## config.mk

```make
export PLATFORM = sky130hd
export DESIGN_NAME = shift_sweep_ctrl
export DESIGN_NICKNAME = d
export VERILOG_FILES = /design/src/rtl/shift_sweep_ctrl.sv
export SDC_FILE = /design/constraint.sdc
export NUM_CORES = 1
export LEC_CHECK = 0
export CORE_UTILIZATION = 46
export DETAILED_ROUTE_END_ITERATION = 16
export MAX_ROUTING_LAYER = met4
export SLEW_MARGIN = 15
export SYNTH_ARGS = -nofsm -noshare
export SYNTH_HDL_FRONTEND = slang
export SYNTH_SLANG_ARGS = --single-unit
```

## constraint.sdc

```tcl
create_clock -name clk -period 4.8 [get_ports clk]
set_input_delay 1.44 -clock clk [delete_from_list [all_inputs] [get_ports clk]]
set_output_delay 1.44 -clock clk [all_outputs]
set_load 0.05 [all_outputs]
```

## src/rtl/shift_sweep_ctrl.sv

```systemverilog
// Drives the DAC shifter's shift_amt: a static shift value or a start->stop calibration
// sweep. Changes land only on frame_start and are flagged by a one-cycle shift_blank.
module shift_sweep_ctrl #(
    parameter int DWELL_W = 16
) (
    input  logic         clk,
    input  logic         rst,
    input  logic         cfg_valid,
    output logic         cfg_ready,
    input  logic [2:0]   cfg_addr,
    input  logic [15:0]  cfg_data,
    input  logic         frame_start,
    output logic [7:0]   shift_amt,
    output logic         shift_blank,
    output logic         sweep_busy,
    output logic         sweep_done
);

    localparam logic [1:0] ST_IDLE  = 2'd0;
    localparam logic [1:0] ST_ARM   = 2'd1;
    localparam logic [1:0] ST_DWELL = 2'd2;

    logic [1:0]         r_state;
    logic               r_cfg_ready;
    logic [7:0]         r_static;
    logic [7:0]         r_start;
    logic [7:0]         r_stop;
    logic [7:0]         r_step;
    logic [DWELL_W-1:0] r_dwell;

    // Copies frozen at sweep start so host writes cannot disturb a running sweep
    logic [7:0]         r_sw_start;
    logic [7:0]         r_sw_stop;
    logic [7:0]         r_sw_step;
    logic [DWELL_W-1:0] r_sw_dwell;
    logic               r_sw_up;
    logic [DWELL_W-1:0] r_dwell_cnt;

    logic [7:0]         r_shift;
    logic               r_blank;
    logic               r_done;

    logic               w_wr;
    logic               w_ctrl_wr;
    logic               w_abort;
    logic               w_start;
    logic [7:0]         w_step_val;

    assign w_wr      = cfg_valid & r_cfg_ready;
    assign w_ctrl_wr = w_wr & (cfg_addr == 3'd5);
    assign w_abort   = w_ctrl_wr & cfg_data[1];
    assign w_start   = w_ctrl_wr & cfg_data[0] & ~cfg_data[1];

    // Clamp the last step to stop; both differences are non-negative in their direction
    always_comb begin
        w_step_val = r_shift;
        if (r_sw_up) begin
            if ((r_sw_stop - r_shift) < r_sw_step) w_step_val = r_sw_stop;
            else                                   w_step_val = r_shift + r_sw_step;
        end else begin
            if ((r_shift - r_sw_stop) < r_sw_step) w_step_val = r_sw_stop;
            else                                   w_step_val = r_shift - r_sw_step;
        end
    end

    always_ff @(posedge clk or negedge rst) begin
        if (!rst) begin
            r_state     <= ST_IDLE;
            r_cfg_ready <= 1'b0;
            r_static    <= 8'd0;
            r_start     <= 8'd0;
            r_stop      <= 8'd0;
            r_step      <= 8'd1;
            r_dwell     <= DWELL_W'(1);
            r_sw_start  <= 8'd0;
            r_sw_stop   <= 8'd0;
            r_sw_step   <= 8'd1;
            r_sw_dwell  <= DWELL_W'(1);
            r_sw_up     <= 1'b0;
            r_dwell_cnt <= '0;
            r_shift     <= 8'd0;
            r_blank     <= 1'b0;
            r_done      <= 1'b0;
        end else begin
            r_cfg_ready <= 1'b1;
            r_blank     <= 1'b0;
            r_done      <= 1'b0;

            if (w_wr) begin
                case (cfg_addr)
                    3'd0:    r_static <= cfg_data[7:0];
                    3'd1:    r_start  <= cfg_data[7:0];
                    3'd2:    r_stop   <= cfg_data[7:0];
                    3'd3:    r_step   <= cfg_data[7:0];
                    3'd4:    r_dwell  <= cfg_data[DWELL_W-1:0];
                    default: ;
                endcase
            end

            case (r_state)
                ST_IDLE: begin
                    if (frame_start) begin
                        r_shift <= r_static;
                        r_blank <= (r_static != r_shift);
                    end
                    if (w_start) begin
                        r_sw_start <= r_start;
                        r_sw_stop  <= r_stop;
                        r_sw_step  <= (r_step == 8'd0) ? 8'd1 : r_step;
                        r_sw_dwell <= (r_dwell == '0) ? DWELL_W'(1) : r_dwell;
                        r_sw_up    <= (r_stop > r_start);
                        r_state    <= ST_ARM;
                    end
                end
                ST_ARM: begin
                    if (w_abort) begin
                        r_state <= ST_IDLE;
                    end else if (frame_start) begin
                        r_shift     <= r_sw_start;
                        r_blank     <= (r_sw_start != r_shift);
                        r_dwell_cnt <= r_sw_dwell - DWELL_W'(1);
                        r_state     <= ST_DWELL;
                    end
                end
                ST_DWELL: begin
                    if (w_abort) begin
                        r_state <= ST_IDLE;
                    end else if (frame_start) begin
                        if (r_dwell_cnt != '0) begin
                            r_dwell_cnt <= r_dwell_cnt - DWELL_W'(1);
                        end else if (r_shift == r_sw_stop) begin
                            r_shift <= r_static;
                            r_blank <= (r_static != r_shift);
                            r_done  <= 1'b1;
                            r_state <= ST_IDLE;
                        end else begin
                            r_shift     <= w_step_val;
                            r_blank     <= (w_step_val != r_shift);
                            r_dwell_cnt <= r_sw_dwell - DWELL_W'(1);
                        end
                    end
                end
                default: r_state <= ST_IDLE;
            endcase
        end
    end

    assign cfg_ready   = r_cfg_ready;
    assign shift_amt   = r_shift;
    assign shift_blank = r_blank;
    assign sweep_busy  = (r_state != ST_IDLE);
    assign sweep_done  = r_done;

endmodule

```

==> impl_summary.md <==
Routing
The detailed router finished its first iteration with 311 violations. The routed wire length per instance is 18.9 um. The first-pass iteration count of the detailed router is 5.

For this block, the via count after detailed routing is 6079. The total length of routed wires is 19900 um. The detailed-route DRC error count is 0. The number of nets with antenna violations after routing is 0.

In the routed layout, each cell is associated on average with a via count of 5.77.

Synthesis
Counting distinct cell types in the post-synthesis netlist gives 73. The synthesized design contains 0 enable-type register cells. Counting flops with an async set or reset pin after synthesis yields a share of 100%. The post-synthesis net count is 874.

A synthesized cell averages 9.85 um2. The most used flip-flop cell after synthesis is dfrtp_1. Summed over its instances, the top area cell type makes up 36.7% of the synthesized netlist area. The post-synthesis instance total is 790. The share of the Yosys chip area taken by registers is 38.0%. The biggest area contributor in the post-synthesis netlist is dfrtp_1. The number of synthesis warnings is 0. The post-synthesis instance area is 7780 um2. In the post-synthesis netlist, the biggest area contributors are dfrtp_1, mux2_2, ha_1.

After synthesis the netlist holds a flip-flop and latch count of 118.

Critical path
The highest fanout seen on the critical path is 10. The start-to-end type of the worst setup path is reg -> reg. In this run the critical register-to-register path is captured at shift_blank. STA classifies the critical path endpoint as a flip-flop. At the worst endpoint, the required time is 5.09 ns.

The slack of the worst reg-to-reg path is 0.44 ns. The capturing instance or port of the critical path is shift_blank. The count of cells along the worst register-to-register path is 18. The worst setup path is launched from a flip-flop.

At the worst endpoint, the arrival time is 4.65 ns. In this run the critical register-to-register path is launched from shift_amt[0]. In this run the worst setup path begins at shift_amt[0].

Floorplan
For this configuration, the core starts out at a cell density of 47.1%. The floorplan step set the die height to 132 um. The number of standard-cell rows in the floorplan is 47.

The core region area is 16500 um2. The I/O pin count is 35. The die covers 17400 um2.

Measured along the x axis, the die boundary spans 132 um.

Layout
The number of antenna cells inserted is 0. Leaving out fill and tap cells, the most frequent cell in the layout is dfrtp_1. At the end of the flow, the number of nets in the layout was 904.

The top cell types in the final layout, fill and taps aside, are dfrtp_1, mux2_2, nand2_1. Compared with the post-synthesis result, the final layout area differs by 14.3%. The proportion of layout cells with a drive suffix above 1 is 16.7%.

Power and ir drop
The total power is 6.59 mW. The largest voltage drop on the vdd net is 0.327 mV. In this run the power density over the cells is 740 nW/um2. The static leakage is 3.89 nW.

Clock network
The clock-pin slew on the worst setup and hold paths is 0.05 ns. The clock buffer count from CTS is 17. The number of buffers inserted to repair setup after CTS is 0. The clock drives 118 sinks. The maximum number of buffers from clock root to sink is 2. The number of H-tree levels is 4. The clock tree from TritonCTS is yes. The clock latency on the worst-skew pair is 0.42 ns. The number of gates resized after CTS was 0.

The cell sitting at the root of the clock tree is a clkbuf_16. The number of hold-repair buffers added at the cts stage is 0.

Hold path
The path type of the worst min-delay path is reg -> reg.

Timing
The headroom to the max-slew limit is 33.3%. Across the routed clock network, the largest skew measured is 0.0130 ns. The final-report max-slew violation count is 0. The final-layout worst hold slack is 0.503 ns. Setup violations remaining at the end of the flow were counted as 0. Setup repair after global routing left no endpoint under its margin. For this run, the top clock speed supported by timing is 229 MHz. At the pin with the least slew margin, the transition time is 1.00 ns. The accumulated negative setup slack is 0 ns. The final cycle utilization of the critical path is 90.9%. Subtracting the final worst setup slack from the clock period gives 4.36 ns.

The final number of hold-violating endpoints came to 0.

Global route
Summed over all layers, the global routing overflow is 0. The via count of the first global-routing pass was 5908. The number of antenna violations at the first check in global routing is 0.

The first global-routing pass estimated 31600 um of wire. The all-layer global routing usage is 24.4%. Entering global routing, the biggest net connects 78 pins.

Outcome
The flow ran to the end, and the final reports show no timing, DRC or antenna violations.

Job
The tool flagged a number of max-cap violations equal to 0.

Placed design
The global placement routability congestion is 0.882. The wire-length estimate of the detail-placed layout is 15300 um. The total of buffers placed on input and output ports is 34.
[per-stage QoR]
stage | cells | cell area, um2 | util, % | setup slack, ns
floorplan | 790 | 7780 | - | 0.208
global placement | 1021 | 8300 | 50.2 | 0.610
detailed placement | 1021 | 8300 | 50.2 | 0.473
CTS | 1053 | 8900 | 53.9 | 0.461
global route | 1053 | 8900 | 53.9 | 0.0886
finish | 1053 | 8900 | 53.9 | 0.437
[flip-flops by register name (all words and copies together) (netlist names)]
signal,flops
r_sw_stop,8
shift_blank,1
r_stop,8
r_sw_start,8
r_sw_step,8
r_state,2
r_sw_dwell,16
r_step,8
shift_amt,8
r_sw_up,1
r_start,8
sweep_done,1
r_dwell,16
r_static,8
cfg_ready,1
r_dwell_cnt,16
[Yosys cell counts (18+ instances only)]
cell / number
xnor2_1: 39
clkbuf_1: 22
inv_1: 50
nor3_1: 19
ha_1: 57
a21oi_1: 31
nand3_1: 18
mux2_2: 71
dfrtp_1: 114
nor2_1: 29
o21ai_0: 54
nand2_1: 69
[per-layer routing]
layer / share of wire [%] / track usage [%] / up-vias
met3: 5.6 / 4.50 / 32
li1: - / - / 2914
met1: 49 / 34.2 / 2964
met2: 44 / 35.7 / 169
met4: 1.9 / 7.88 / 0
met5: 0 / - / -
[cell type report]
cell class / instances / area (um2)
Multi-Input combinational cell: 587 / 4440
Tap cell: 220 / 275
Fill cell: 1500 / 7630
Sequential cell: 118 / 2960
Clock buffer: 24 / 502
Clock inverter: 8 / 96.3
Timing Repair Buffer: 45 / 433
Inverter: 51 / 191
[how the worst min path moves through the flow]
stage	start	to	slack, ns	cells past startpoint
final	r_dwell_cnt[14]	r_dwell_cnt[14]	0.50	1
after global routing	r_dwell_cnt[14]	r_dwell_cnt[14]	0.51	1
after global placement	r_dwell_cnt[13]	r_dwell_cnt[13]	0.49	1
after detailed placement	r_dwell_cnt[14]	r_dwell_cnt[14]	0.48	1
after CTS	r_dwell_cnt[14]	r_dwell_cnt[14]	0.50	1
after floorplan	r_dwell_cnt[13]	r_dwell_cnt[13]	0.47	1
[kinds of logic (layout without fill, tap and decap cells)]
group                    count (synthesis)  count (layout)  synth area share (%)
AO/OA/AOI/OAI                          193             193                  16.7
XOR/XNOR                                56              56                  6.30
adder cells (fa/ha/maj)                 61              61                  10.2
buffers and inverters                   85             128                  4.92
flip-flops                             118             118                  38.0
multiplexers                            76              76                  10.9
other                                    1               1                0.0482
AND/OR/NAND/NOR                        200             200                  12.9
[where the power goes]
group	internal, mW	total, mW	switching, mW
clock	0.829	1.26	0.430
combinational	1.59	3.75	2.16
sequential	1.27	1.58	0.310
[critical path, stage by stage, from the launching register on]
cell	delay, ns
dfrtp_1	0.53
inv_1	0.18
ha_1	0.16
inv_1	0.06
fa_1	0.39
a21o_1	0.20
a21oi_1	0.22
o21bai_1	0.10
a21oi_1	0.19
xnor2_1	0.09
ha_1	0.29
nand4_1	0.10
a21oi_1	0.33
a31oi_1	0.23
o2111ai_1	0.30
a22oi_1	0.17
a2111oi_0	0.38
and4_1	0.25
a31oi_1	0.08
(Power assumes the default switching activity.)
